`src/rtl/spi_link_pkg.sv`:
```
// Shared definitions for the SPI link master: FSM state encoding, byte width,
// default poll filler byte and a counter-width helper.
package spi_link_pkg;

    localparam int unsigned SPI_BYTE_W = 8;
    localparam logic [SPI_BYTE_W-1:0] IDLE_BYTE_DEF = 8'h00;

    typedef enum logic [1:0] {
        IDLE  = 2'd0,
        SETUP = 2'd1,
        SHIFT = 2'd2,
        HOLD  = 2'd3
    } link_state_t;

    // Width of a counter that runs 0..n-1, never narrower than one bit.
    function automatic int unsigned cnt_w(input int unsigned n);
        int unsigned w;
        w = $clog2(n);
        if (w < 32'd1) begin
            w = 32'd1;
        end else begin
            w = w;
        end
        return w;
    endfunction

endpackage

```
`src/rtl/spi_link_if.sv`:
```
// Transceiver interface between the packet manager and the SPI link master.
//   master modport: packet manager (drives tx_start/tx_data/poll_en)
//   slave  modport: spi_link_master (drives tx_busy/rx_data/rx_done/overflow)
interface spi_link_if;
    import spi_link_pkg::*;

    logic                  tx_start;
    logic [SPI_BYTE_W-1:0] tx_data;
    logic                  tx_busy;
    logic [SPI_BYTE_W-1:0] rx_data;
    logic                  rx_done;
    logic                  poll_en;
    logic                  overflow;

    modport master (
        output tx_start, tx_data, poll_en,
        input  tx_busy, rx_data, rx_done, overflow
    );

    modport slave (
        input  tx_start, tx_data, poll_en,
        output tx_busy, rx_data, rx_done, overflow
    );

endinterface

```
`src/rtl/spi_shift_core.sv`:
```
// SPI mode-0 byte shifter: SCLK divider, edge counter, MOSI shift-out (MSB
// first) and MISO capture through a 2-flop synchroniser.
//   load        : preload byte_in, drive its MSB on MOSI, park SCLK low
//   start_shift : begin the 16-edge SCLK sequence on the next cycle
//   shift_done  : high in the cycle whose edge produces the 8th falling SCLK
//   byte_out    : captured MISO byte
module spi_shift_core
    import spi_link_pkg::*;
#(
    parameter int unsigned CLK_DIV = 4
) (
    input  logic                  clk,
    input  logic                  rst_n,
    input  logic                  load,
    input  logic [SPI_BYTE_W-1:0] byte_in,
    input  logic                  start_shift,
    output logic                  shift_done,
    output logic [SPI_BYTE_W-1:0] byte_out,
    input  logic                  spi_miso,
    output logic                  spi_sclk,
    output logic                  spi_mosi
);

    localparam int unsigned      DIV_W    = cnt_w(CLK_DIV);
    localparam logic [DIV_W-1:0] DIV_LAST = DIV_W'(CLK_DIV - 1);

    logic [DIV_W-1:0]      div_cnt_r;
    logic [3:0]            edge_cnt_r;
    logic                  running_r;
    logic                  sclk_r;
    logic                  mosi_r;
    logic [SPI_BYTE_W-2:0] tx_shift_r;
    logic [SPI_BYTE_W-1:0] rx_shift_r;
    logic [1:0]            miso_sync_r;
    logic                  tick_s;

    // Even edge index = SCLK rising, odd = falling; index 15 is the last fall.
    assign tick_s     = running_r && (div_cnt_r == DIV_LAST);
    assign shift_done = tick_s && (edge_cnt_r == 4'd15);
    assign byte_out   = rx_shift_r;
    assign spi_sclk   = sclk_r;
    assign spi_mosi   = mosi_r;

    // Two-flop synchroniser for the asynchronous MISO pin.
    always_ff @(posedge clk or negedge rst_n) begin
        if (!rst_n) begin
            miso_sync_r <= 2'b00;
        end else begin
            miso_sync_r <= {miso_sync_r[0], spi_miso};
        end
    end

    // Divider, SCLK toggling and data shifting.
    always_ff @(posedge clk or negedge rst_n) begin
        if (!rst_n) begin
            div_cnt_r  <= {DIV_W{1'b0}};
            edge_cnt_r <= 4'd0;
            running_r  <= 1'b0;
            sclk_r     <= 1'b0;
            mosi_r     <= 1'b0;
            tx_shift_r <= {(SPI_BYTE_W-1){1'b0}};
            rx_shift_r <= {SPI_BYTE_W{1'b0}};
        end else if (load) begin
            tx_shift_r <= byte_in[SPI_BYTE_W-2:0];
            mosi_r     <= byte_in[SPI_BYTE_W-1];
            running_r  <= 1'b0;
            div_cnt_r  <= {DIV_W{1'b0}};
            edge_cnt_r <= 4'd0;
            sclk_r     <= 1'b0;
        end else if (start_shift) begin
            running_r  <= 1'b1;
            div_cnt_r  <= {DIV_W{1'b0}};
            edge_cnt_r <= 4'd0;
            sclk_r     <= 1'b0;
        end else if (tick_s) begin
            div_cnt_r  <= {DIV_W{1'b0}};
            edge_cnt_r <= edge_cnt_r + 4'd1;
            if (!edge_cnt_r[0]) begin
                sclk_r     <= 1'b1;
                rx_shift_r <= {rx_shift_r[SPI_BYTE_W-2:0], miso_sync_r[1]};
            end else if (edge_cnt_r == 4'd15) begin
                sclk_r    <= 1'b0;
                running_r <= 1'b0;
            end else begin
                sclk_r     <= 1'b0;
                mosi_r     <= tx_shift_r[SPI_BYTE_W-2];
                tx_shift_r <= {tx_shift_r[SPI_BYTE_W-3:0], 1'b0};
            end
        end else if (running_r) begin
            div_cnt_r <= div_cnt_r + 1'b1;
        end
    end

endmodule

```
`src/rtl/spi_link_master.sv`:
```
// Byte-level SPI master (mode 0, MSB first) serving the packet manager.
// Holds the transfer FSM, a one-deep pending slot, the poll-gap counter and
// the sticky overflow flag; bit timing lives in spi_shift_core.
//   clk, rst_n      : clock, async active-low reset
//   link (slave)    : tx_start/tx_data/poll_en in, tx_busy/rx_data/rx_done/overflow out
//   spi_sclk/mosi/cs_n out, spi_miso in : radio SPI pins
module spi_link_master
    import spi_link_pkg::*;
#(
    parameter int unsigned           CLK_DIV   = 4,
    parameter int unsigned           CS_SETUP  = 2,
    parameter int unsigned           CS_HOLD   = 2,
    parameter int unsigned           POLL_GAP  = 64,
    parameter logic [SPI_BYTE_W-1:0] IDLE_BYTE = IDLE_BYTE_DEF
) (
    input  logic      clk,
    input  logic      rst_n,
    spi_link_if.slave link,
    output logic      spi_sclk,
    output logic      spi_mosi,
    input  logic      spi_miso,
    output logic      spi_cs_n
);

    localparam int unsigned       PH_MAX     = (CS_SETUP > CS_HOLD) ? CS_SETUP : CS_HOLD;
    localparam int unsigned       PH_W       = cnt_w(PH_MAX);
    localparam int unsigned       POLL_W     = cnt_w(POLL_GAP);
    localparam logic [PH_W-1:0]   SETUP_LAST = PH_W'(CS_SETUP - 1);
    localparam logic [PH_W-1:0]   HOLD_LAST  = PH_W'(CS_HOLD - 1);
    localparam logic [POLL_W-1:0] POLL_LAST  = POLL_W'(POLL_GAP - 1);

    link_state_t           state_r;
    logic [PH_W-1:0]       phase_cnt_r;
    logic [POLL_W-1:0]     poll_cnt_r;
    logic                  pend_full_r;
    logic [SPI_BYTE_W-1:0] pend_data_r;
    logic                  busy_r;
    logic [SPI_BYTE_W-1:0] rx_data_r;
    logic                  rx_done_r;
    logic                  overflow_r;
    logic                  cs_n_r;

    logic                  setup_last_s;
    logic                  hold_last_s;
    logic                  chain_s;
    logic                  poll_fire_s;
    logic                  load_s;
    logic [SPI_BYTE_W-1:0] load_byte_s;
    logic                  start_shift_s;
    logic                  shift_done_s;
    logic [SPI_BYTE_W-1:0] byte_out_s;

    assign setup_last_s = (state_r == SETUP) && (phase_cnt_r == SETUP_LAST);
    assign hold_last_s  = (state_r == HOLD) && (phase_cnt_r == HOLD_LAST);
    // A request arriving on the final HOLD cycle with an empty slot is chained
    // straight into the next transfer so it cannot be stranded in the slot.
    assign chain_s      = hold_last_s && (pend_full_r || link.tx_start);
    assign poll_fire_s  = link.poll_en && (poll_cnt_r == POLL_LAST);

    assign link.tx_busy  = busy_r;
    assign link.rx_data  = rx_data_r;
    assign link.rx_done  = rx_done_r;
    assign link.overflow = overflow_r;
    assign spi_cs_n      = cs_n_r;

    // Select what the shift core loads and when it starts shifting.
    always_comb begin
        load_s        = 1'b0;
        load_byte_s   = {SPI_BYTE_W{1'b0}};
        start_shift_s = 1'b0;
        if (state_r == IDLE) begin
            if (link.tx_start) begin
                load_s      = 1'b1;
                load_byte_s = link.tx_data;
            end else if (poll_fire_s) begin
                load_s      = 1'b1;
                load_byte_s = IDLE_BYTE;
            end else begin
                load_s = 1'b0;
            end
        end else if (chain_s) begin
            load_s      = 1'b1;
            load_byte_s = pend_full_r ? pend_data_r : link.tx_data;
        end else if (setup_last_s) begin
            start_shift_s = 1'b1;
        end else begin
            start_shift_s = 1'b0;
        end
    end

    // Transfer FSM with registered handshake outputs and poll-gap counter.
    always_ff @(posedge clk or negedge rst_n) begin
        if (!rst_n) begin
            state_r     <= IDLE;
            phase_cnt_r <= {PH_W{1'b0}};
            poll_cnt_r  <= {POLL_W{1'b0}};
            busy_r      <= 1'b0;
            rx_data_r   <= {SPI_BYTE_W{1'b0}};
            rx_done_r   <= 1'b0;
            cs_n_r      <= 1'b1;
        end else begin
            rx_done_r <= 1'b0;
            case (state_r)
                IDLE: begin
                    if (load_s) begin
                        state_r     <= SETUP;
                        phase_cnt_r <= {PH_W{1'b0}};
                        cs_n_r      <= 1'b0;
                        busy_r      <= 1'b1;
                        poll_cnt_r  <= {POLL_W{1'b0}};
                    end else if (link.poll_en) begin
                        poll_cnt_r <= poll_cnt_r + 1'b1;
                    end else begin
                        poll_cnt_r <= {POLL_W{1'b0}};
                    end
                end
                SETUP: begin
                    // Re-asserts chip select after a chained transfer's 1-cycle gap.
                    cs_n_r     <= 1'b0;
                    poll_cnt_r <= {POLL_W{1'b0}};
                    if (setup_last_s) begin
                        phase_cnt_r <= {PH_W{1'b0}};
                        state_r     <= SHIFT;
                    end else begin
                        phase_cnt_r <= phase_cnt_r + 1'b1;
                    end
                end
                SHIFT: begin
                    poll_cnt_r <= {POLL_W{1'b0}};
                    if (shift_done_s) begin
                        phase_cnt_r <= {PH_W{1'b0}};
                        state_r     <= HOLD;
                    end
                end
                HOLD: begin
                    poll_cnt_r <= {POLL_W{1'b0}};
                    if (hold_last_s) begin
                        cs_n_r      <= 1'b1;
                        rx_data_r   <= byte_out_s;
                        rx_done_r   <= 1'b1;
                        phase_cnt_r <= {PH_W{1'b0}};
                        if (chain_s) begin
                            state_r <= SETUP;
                        end else begin
                            busy_r  <= 1'b0;
                            state_r <= IDLE;
                        end
                    end else begin
                        phase_cnt_r <= phase_cnt_r + 1'b1;
                    end
                end
                default: begin
                    state_r     <= IDLE;
                    phase_cnt_r <= {PH_W{1'b0}};
                    poll_cnt_r  <= {POLL_W{1'b0}};
                    busy_r      <= 1'b0;
                    cs_n_r      <= 1'b1;
                end
            endcase
        end
    end

    // One-deep pending slot and sticky overflow for requests made while busy.
    always_ff @(posedge clk or negedge rst_n) begin
        if (!rst_n) begin
            pend_full_r <= 1'b0;
            pend_data_r <= {SPI_BYTE_W{1'b0}};
            overflow_r  <= 1'b0;
        end else if (link.tx_start && (state_r != IDLE)) begin
            if (hold_last_s && !pend_full_r) begin
                pend_full_r <= 1'b0;
            end else if (!pend_full_r || hold_last_s) begin
                pend_data_r <= link.tx_data;
                pend_full_r <= 1'b1;
            end else begin
                overflow_r <= 1'b1;
            end
        end else if (hold_last_s && pend_full_r) begin
            pend_full_r <= 1'b0;
        end
    end

    spi_shift_core #(
        .CLK_DIV (CLK_DIV)
    ) u_core (
        .clk         (clk),
        .rst_n       (rst_n),
        .load        (load_s),
        .byte_in     (load_byte_s),
        .start_shift (start_shift_s),
        .shift_done  (shift_done_s),
        .byte_out    (byte_out_s),
        .spi_miso    (spi_miso),
        .spi_sclk    (spi_sclk),
        .spi_mosi    (spi_mosi)
    );

endmodule

```
`src/flat_wrapper.sv`:
```
// flat-port wrapper written by rule: the top's interface ports become plain ports
module spi_link_master_flat import spi_link_pkg::*;
#(
    parameter int unsigned           CLK_DIV   = 4,
    parameter int unsigned           CS_SETUP  = 2,
    parameter int unsigned           CS_HOLD   = 2,
    parameter int unsigned           POLL_GAP  = 64,
    parameter logic [SPI_BYTE_W-1:0] IDLE_BYTE = IDLE_BYTE_DEF
)
  (clk, rst_n, spi_sclk, spi_mosi, spi_miso, spi_cs_n, link_tx_start, link_tx_data, link_poll_en, link_tx_busy, link_rx_data, link_rx_done, link_overflow);
  spi_link_if link_i ();
  input  logic clk;
  input  logic rst_n;
  output logic spi_sclk;
  output logic spi_mosi;
  input  logic spi_miso;
  output logic spi_cs_n;
  input wire logic [$bits(link_i.tx_start)-1:0] link_tx_start;
  input wire logic [$bits(link_i.tx_data)-1:0] link_tx_data;
  input wire logic [$bits(link_i.poll_en)-1:0] link_poll_en;
  output wire logic [$bits(link_i.tx_busy)-1:0] link_tx_busy;
  output wire logic [$bits(link_i.rx_data)-1:0] link_rx_data;
  output wire logic [$bits(link_i.rx_done)-1:0] link_rx_done;
  output wire logic [$bits(link_i.overflow)-1:0] link_overflow;
  assign link_i.tx_start = link_tx_start;
  assign link_i.tx_data = link_tx_data;
  assign link_i.poll_en = link_poll_en;
  assign link_tx_busy = link_i.tx_busy;
  assign link_rx_data = link_i.rx_data;
  assign link_rx_done = link_i.rx_done;
  assign link_overflow = link_i.overflow;
  spi_link_master #(.CLK_DIV(CLK_DIV), .CS_SETUP(CS_SETUP), .CS_HOLD(CS_HOLD), .POLL_GAP(POLL_GAP), .IDLE_BYTE(IDLE_BYTE)) u_core (.clk(clk), .rst_n(rst_n), .link(link_i), .spi_sclk(spi_sclk), .spi_mosi(spi_mosi), .spi_miso(spi_miso), .spi_cs_n(spi_cs_n));
endmodule
```
`config.mk`:
```
export PLATFORM = sky130hd
export DESIGN_NAME = spi_link_master_flat
export DESIGN_NICKNAME = d
export VERILOG_FILES = /design/src/rtl/spi_link_pkg.sv /design/src/rtl/spi_link_if.sv /design/src/rtl/spi_shift_core.sv /design/src/rtl/spi_link_master.sv /design/src/flat_wrapper.sv
export SDC_FILE = /design/constraint.sdc
export NUM_CORES = 1
export LEC_CHECK = 0
export CORE_MARGIN = 3
export CORE_UTILIZATION = 45
export DETAILED_ROUTE_END_ITERATION = 12
export GPL_ROUTABILITY_DRIVEN = 0
export PLACE_DENSITY = 0.66
export REMOVE_ABC_BUFFERS = 1
export SLEW_MARGIN = 10
export SYNTH_ARGS = -nofsm -noshare
export SYNTH_HDL_FRONTEND = slang
export SYNTH_SLANG_ARGS = --single-unit
```
`constraint.sdc`:
```
create_clock -name clk -period 7 [get_ports clk]
set_clock_uncertainty 0.2 [all_clocks]
set_input_delay 0.7 -clock clk [delete_from_list [all_inputs] [get_ports clk]]
set_output_delay 0.7 -clock clk [all_outputs]
set_load 0.03 [all_outputs]
```
# After elaboration in Yosys (flattened, before gate mapping)
# Cells that the tools add are included.
# totals
reg_bits	56
output_inout_bits	14
wordCells	139
# classes
addsub	4
n_eq_ne	14
mux	63
bitwise_logic	5
reduce_logical	35
# op_table
operator	count
1-bit 2-to-1 mux	36
7-bit 2-to-1 mux	5
8-bit 2-to-1 mux	4
2-bit 2-to-1 mux	8
4-bit AND reduction	4
4-bit 2-to-1 mux	3
6-bit 2-to-1 mux	2
2-bit by 1-bit inequality test with 1-bit output, second input constant	6
6-bit one-hot mux with 2 select lines	1
3-bit AND reduction	4
3-bit nonzero test	4
2-bit nonzero test	5
1-bit logical AND	9
2-bit one-hot mux with 4 select lines	1
6-bit by 1-bit adder with 6-bit output, second input constant	1
2-bit equality test, second input constant	3
6-bit equality test, second input constant	1
2-bit AND reduction	3
1-bit inverter	5
4-bit by 1-bit adder with 4-bit output, second input constant	1
4-bit equality test, second input constant	1
1-bit one-hot mux with 4 select lines	1
4-bit nonzero test	1
3-bit inequality test, second input constant	1
other kinds (10)	11

# Longest topological paths before layout
# Gate-level depths: netlist of the first run.
# depth
word_depth	7
mapped_depth	8
mapped_depth_nobuf	6

# Modules after synthesis
# Synthesis of the first run repeated with hierarchy kept, for this count alone.
# hier_totals
cells_unflattened	219
hier_area_um2	2562.5
# by_module_without_submodules
module	n_inst	cells_each	area_each_um2	seq_area_each_um2
spi_link_master	1	123	1433.9	752.0
spi_shift_core	1	96	1128.6	625.6

# Worst setup path after synthesis of the first run
# Ideal clock, no wire load.
# synth_path
path_type	reg-to-reg
from	register u_core.state_r[0]
to	register u_core.pend_data_r[0]
setup_time_ns	0.125
arrival_time_ns	2.044
t_required_ns	6.675
path_slack_ns	4.632
stages_incl_launch_ff	8
period_less_slack_ns	2.368
path_cell_list	dfrtp_1 ha_1 nand2_1 buf_1 inv_1 ha_1 nand2_1 mux2_2
# synth_via
elab_chain_cells	5
elab_cells_between_ends	8
# synth_lines
element	line	rtl
start: declaration	spi_link_master.sv:32	link_state_t state_r;
start signal: assignment	spi_link_master.sv:94	state_r <= IDLE;
start signal: assignment	spi_link_master.sv:106	state_r <= SETUP;
start signal: assignment	spi_link_master.sv:123	state_r <= SHIFT;
2-bit equality test	spi_link_master.sv:54	assign hold_last_s = (state_r == HOLD) && (phase_cnt_r == HOLD_LAST);
1-bit logical AND	spi_link_master.sv:54	
1-bit logical AND	spi_link_master.sv:170	if (hold_last_s && !pend_full_r) begin
1-bit inverter (no line)	--	
3-bit AND reduction (no line) *	--	
end signal: assignment	spi_link_master.sv:167	pend_data_r <= {SPI_BYTE_W{1'b0}};
end signal: assignment	spi_link_master.sv:173	pend_data_r <= link.tx_data;
end: declaration	spi_link_master.sv:36	logic [SPI_BYTE_W-1:0] pend_data_r;
# Mark *: on every way between the ends. The rest lies on a longest branch, timed or not.
# A chain may end at the register's enable or synchronous reset.

# Final worst setup path of the first run
# layout_path
from	register u_core.state_r[0]
to	register u_core.pend_data_r[6]
# Same word-level chain as after synthesis.

==> metrics.csv, run 1 <==
metric,value,unit
status,"complete, no violations",
layout.cells.non_filler,305,
pin_count,27,
cp-end-kind,register,
htreeDepth,2,
place_area,2820,um2
cap_viol_max_count,0,
ys_warn_count,0,
slew_headroom,43.7,%
grtUsageTotal,15.0,%
cp_data_arrival_time,2650,ps
synth_cells,206,
fill_cells,460,
hold_buffers,0,
start_util,47.7,%
min_path_cells,0,
cts_root_buf,clkbuf_8,
dpl.cell_count,298,
synth_cell_type_count,43,
worst_setup_path_start_kind,register,
wl_met1,2150,um
highest_layer,met4,
drt_first_pass_iters,4,
die-area,6480,um2
synth_area,2500,um2
syn_to_final_growth,16.0,%
overflow,0,
first_global_vias,1601,
wirelength,4440,um
synth_top_cell_by_area,dfrtp_1,
cts_setup_buffers,0,
antenna_left,0,
cts_tree,done,
clkLatencyLatePin,310,ps
wl_met2,2130,um
synth.top_cells.by_area,"dfrtp_1, mux2_2, ha_1, mux2i_1, nor2_1",
cts_buffers,5,
timing_hold_violations_final,0,
wl_met3,136,um
drive_above_1_share,17.9,%
rows,26,
port_buffers,26,
crit_required,7000,ps
cp_max_fo,14,
peakVddDrop,121,uV
slew_violations,0,
grt_max_degree,56,
seq_area,1380,um2
nNetsFinal,257,
hp-class,register to register,
grt_setup_unrepaired,false,
multiInputGateArea,1060,um2
drt_iter0_drc,74,
tns,0,ps
core,5240,um2
fin_util,55.3,%
clock-sinks,55,
finalInstanceArea,2900,um2
netlist.area_leader.share,54.1,%
drc,0,
clk_pin_slew,100,ps
synth-seq-area-share,55.2,%
crit_type,register to register,
clock_path_buffers,2,
viasPerCell,5.28,
ys_ff_latch,55,
p_leak,0.00136,uW
cts_resized,0,
min_period_over_period,37.8,%
dp_hpwl,3000,um
period_needed,2650,ps
timing.fmax,378,MHz
setup_violations,0,
vias,1611,
num_antenna_cells,0,
tightest_slew,838,ps
dieWidth,80.5,um
antenna_found_initial,0,
grt_pass1_wl,7540,um
reg2regPathDepth,6,
die_y,80.5,um
avgSynthCellArea,12.1,um2
wl_per_cell,14.6,um
p_per_area,181,nW/um2
[per-layer routing]
metal	up-vias	global-route usage, %
li1	787	-
met1	799	20.4
met2	21	24.0
met3	4	3.03
met4	0	4.56
met5	-	0
[metrics by stage]
step,hold WS (ps),total power (uW),setup WS [ps]
floorplan,131,342,4780
global placement,133,358,4180
detailed placement,137,358,4150
CTS,164,528,4290
global route,171,541,4210
finish,159,523,4350
[layout by cell type, fill, tap and decap left out, drive strengths merged, types with 2 or more instances in the layout]
master / Yosys / routed
a21oi: 7 / 7
o21ai: 14 / 14
inv: 6 / 6
and3: 2 / 2
nand3: 7 / 7
nand2: 14 / 14
clkinv: 0 / 2
and3b: 2 / 2
nor2b: 2 / 2
ha: 9 / 9
xor2: 3 / 3
clkbuf: 0 / 5
clkdlybuf4s50: 0 / 25
mux2i: 8 / 8
buf: 5 / 2
dfrtp: 54 / 54
mux2: 25 / 25
nor2: 16 / 16
nand3b: 2 / 2
xnor2: 3 / 3
o21a: 2 / 2
a22oi: 7 / 7
o31ai: 2 / 2
nor3: 2 / 2
[critical path: stages (launching register included)]
cell and delay (ps):
dfrtp_1 450, ha_1 300, nand2_1 470, inv_1 150
ha_1 300, nand2_1 280, mux2_2 380
[final cells by class]
type | count | area share [%]
Clock buffer | 5 | 2.37
Tap cell | 70 | 3.02
Inverter | 6 | 0.777
Multi-Input combinational cell | 140 | 36.7
Timing Repair Buffer | 27 | 9.07
Clock inverter | 2 | 0.475
Sequential cell | 55 | 47.5
[cells by family (layout without fill, tap and decap cells)]
kind of cell | count (synthesis) | count (layout) | share of synthesized area [%]
flops | 55 | 55 | 55.2
mux | 33 | 33 | 14.6
xor+xnor | 6 | 6 | 2.10
simple gates | 51 | 51 | 10.0
buf+inv | 11 | 40 | 2.20
compound gates | 41 | 41 | 11.4
fa+ha+maj | 9 | 9 | 4.51
[cells in the mapped netlist, drive strengths merged]
library cell	count
o21ba	1
nor3	2
a21o	1
o31ai	2
and2	1
nand2	14
and3b	2
nand3b	2
nor2b	2
inv	6
nand3	7
nand2b	1
ha	9
o41ai	1
or3	1
a22o	1
xor2	3
o21a	2
nor2	16
o32ai	1
a211oi	1
o31a	1
o32a	1
mux2i	8
nor3b	1
o2bb2ai	1
xnor2	3
dfrtp	54
dfstp	1
mux2	25
o21ai	14
and3	2
a22oi	7
a21oi	7
buf	5
[state kept, by name, indices dropped and copies added, names as in the netlist]
signal	cells
u_core.link.rx_data	8
u_core.u_core.div_cnt_r	2
u_core.link.overflow	1
u_core.u_core.tx_shift_r	7
u_core.u_core.miso_sync_r	2
u_core.phase_cnt_r	1
u_core.u_core.spi_mosi	1
u_core.pend_data_r	8
u_core.state_r	2
u_core.u_core.running_r	1
u_core.poll_cnt_r	6
u_core.u_core.edge_cnt_r	4
u_core.spi_cs_n	1
u_core.link.tx_busy	1
u_core.u_core.byte_out	8
u_core.pend_full_r	1
u_core.link.rx_done	1
[path summary, 6_finish.rpt]
path                                               from                           end  slack (ps)
max                                   u_core.state_r[0]         u_core.pend_data_r[6]        4350
min reg2reg                u_core.u_core.miso_sync_r[0]  u_core.u_core.miso_sync_r[1]         160
max reg2reg                           u_core.state_r[0]         u_core.pend_data_r[6]        4350
min                        u_core.u_core.miso_sync_r[0]  u_core.u_core.miso_sync_r[1]         160
max in group asynchronous                         rst_n    u_core.u_core.div_cnt_r[1]        5850
min in group asynchronous                         rst_n         u_core.pend_data_r[3]         300
[where the power goes]
group / internal, uW / switching (uW)
clock network: 68.7 / 103
logic: 11.7 / 9.95
registers: 326 / 4.03
total: 406 / 117
Note: power is estimated with default switching activity, not from simulation.
==> run 2: changes to the inputs <==
PLACE_DENSITY = 0.68   (was 0.66)
clock period = 2.4 ns   (was 7 ns; I/O delays follow)
==> run 2 against run 1 <==
Against the previous run:
- via count rose by 1.6%
- hold slack barely moved
- design area rose by 4.0%
- register-to-register slack got worse by 4200 ps
- routed wire length fell by 2.2%
- fmax rose by 17%
- first-iteration DRC count rose by 16%
- clock power rose to 3.0 times the previous value
- setup slack got worse by 4200 ps
- largest cell class unchanged
==> metrics.csv, run 2 (synthesis gave the netlist of run 1 again) <==
metric,value,unit
status,"complete, no violations",
tns,0,ps
clkLatencyLatePin,310,ps
hp-class,register to register,
timing_hold_violations_final,0,
r2r-start,u_core.state_r[0],
hold_start,u_core.u_core.miso_sync_r[0],
timing.fmax,443,MHz
final_common_cell,dfrtp_1,
cp-end-kind,register,
nNetsFinal,266,
htreeDepth,2,
wirelength,4350,um
antenna_found_initial,0,
clock-sinks,55,
die-area,6480,um2
clock_path_buffers,2,
drt_iter0_drc,86,
cts_tree,done,
grt_max_degree,56,
num_antenna_cells,0,
slew_violations,0,
cts_buffers,5,
min_period_over_period,94.0,%
worst_setup_path_start_kind,register,
cp_max_fo,8,
critical_path.max_stage_delay,440,ps
p_leak,0.00142,uW
syn_to_final_growth,20.7,%
clk_pin_slew,100,ps
crit_path_start,u_core.state_r[0],
drive_above_1_share,21.2,%
setup_violations,0,
timing.hold.ws,159,ps
start_util,47.7,%
grtUsageTotal,15.6,%
grt_pass1_wl,7730,um
wl_met2,2000,um
wl_met3,99,um
antenna_left,0,
viasPerCell,5.20,
wl_per_cell,13.8,um
highest_layer,met4,
wl_met1,2180,um
crit_required,2400,ps
layout_setup_ws,145,ps
slew_headroom,65.6,%
layout_common_cells,"dfrtp_1, clkdlybuf4s50_1, mux2_2",
dieWidth,80.5,um
grt_setup_unrepaired,false,
peakVddDrop,382,uV
port_buffers,26,
period_needed,2260,ps
overflow,0,
rows,26,
cap_viol_max_count,0,
die_y,80.5,um
crit_type,register to register,
core,5240,um2
cp_data_arrival_time,2250,ps
pre_cts_slack,66.8,ps
vias,1637,
tightest_slew,513,ps
p_per_area,510,nW/um2
drc,0,
first_global_vias,1687,
pin_count,27,
path_cells,ha_1 > nand2_1 > inv_1 > ha_1 > nand2_1 > mux2_2,
drt_first_pass_iters,4,
dp_hpwl,3130,um
cp_slowest_cell,dfrtp_1,
cts_root_buf,clkbuf_8,
-- run 2: changes by cell type in the layout (fill, tap and decap cells not counted), sizes merged --
cell	change
clkinv	-2
dlygate4sd3	+1
inv	+1
buf	+8
clkbuf	+1
clkinvlp	+1
-- run 2: timing repair --
action,CTS,global route
endpoints found under the setup margin,0,15
hold buffers,1,0
endpoints found under the hold margin,55,0
resized for setup,0,3
setup buffers,0,0
-- run 2: report_power, final --
group          internal (uW)  switching, uW  leakage (uW)  total [uW]
sequential               949           11.9      0.000688         961
combinational           37.6           29.0      0.000691        66.6
clock                    210            299     0.0000418         509
total                   1200            339       0.00142        1540
-- run 2: per-stage QoR --
step / cells / total power, uW / util, % / cell area [um2]
6_report: 315 / 1540 / 57.5 / 3010
5_1_grt: 315 / 1610 / 57.5 / 3010
4_1_cts: 315 / 1560 / 57.3 / 3000
3_5_place_dp: 306 / 1050 / 55.4 / 2900
3_3_place_gp: 306 / 1050 / 55.4 / 2900
2_1_floorplan: 201 / 998 / - / 2460
-- run 2: path summary, 6_finish.rpt --
| check | end | slack (ps) | cells past startpoint |
|---|---|---|---|
| setup / recovery | u_core.pend_data_r[7] | 140 | 6 |
| hold / removal | u_core.u_core.miso_sync_r[1] | 160 | 0 |
| setup reg to reg | u_core.pend_data_r[7] | 140 | 6 |
| hold reg to reg | u_core.u_core.miso_sync_r[1] | 160 | 0 |
| max in group asynchronous | u_core.spi_cs_n | 1480 | 3 |
| min in group asynchronous | u_core.pend_data_r[5] | 240 | 3 |
-- run 2: layout make-up --
cell class	instances	area, um2
Fill cell	451	2220
Sequential cell	55	1380
Multi-Input combinational cell	140	1080
Timing Repair Buffer	36	358
Tap cell	70	87.6
Clock buffer	6	72.6
Inverter	6	22.5
Clock inverter	2	16.3
-- run 2: critical path, delay by kind of cell, from the launching register on --
family / cells / cell delay [ps]
simple gates: 2 / 470
buf+inv: 1 / 80
flops: 1 / 440
mux: 1 / 380
fa+ha+maj: 2 / 560
-- run 2: per-layer routing --
metal / global-route usage, % / up-vias
li1: - / 806
met1: 21.7 / 807
met2: 23.2 / 18
met3: 3.36 / 6
met4: 7.09 / 0
met5: 0 / -
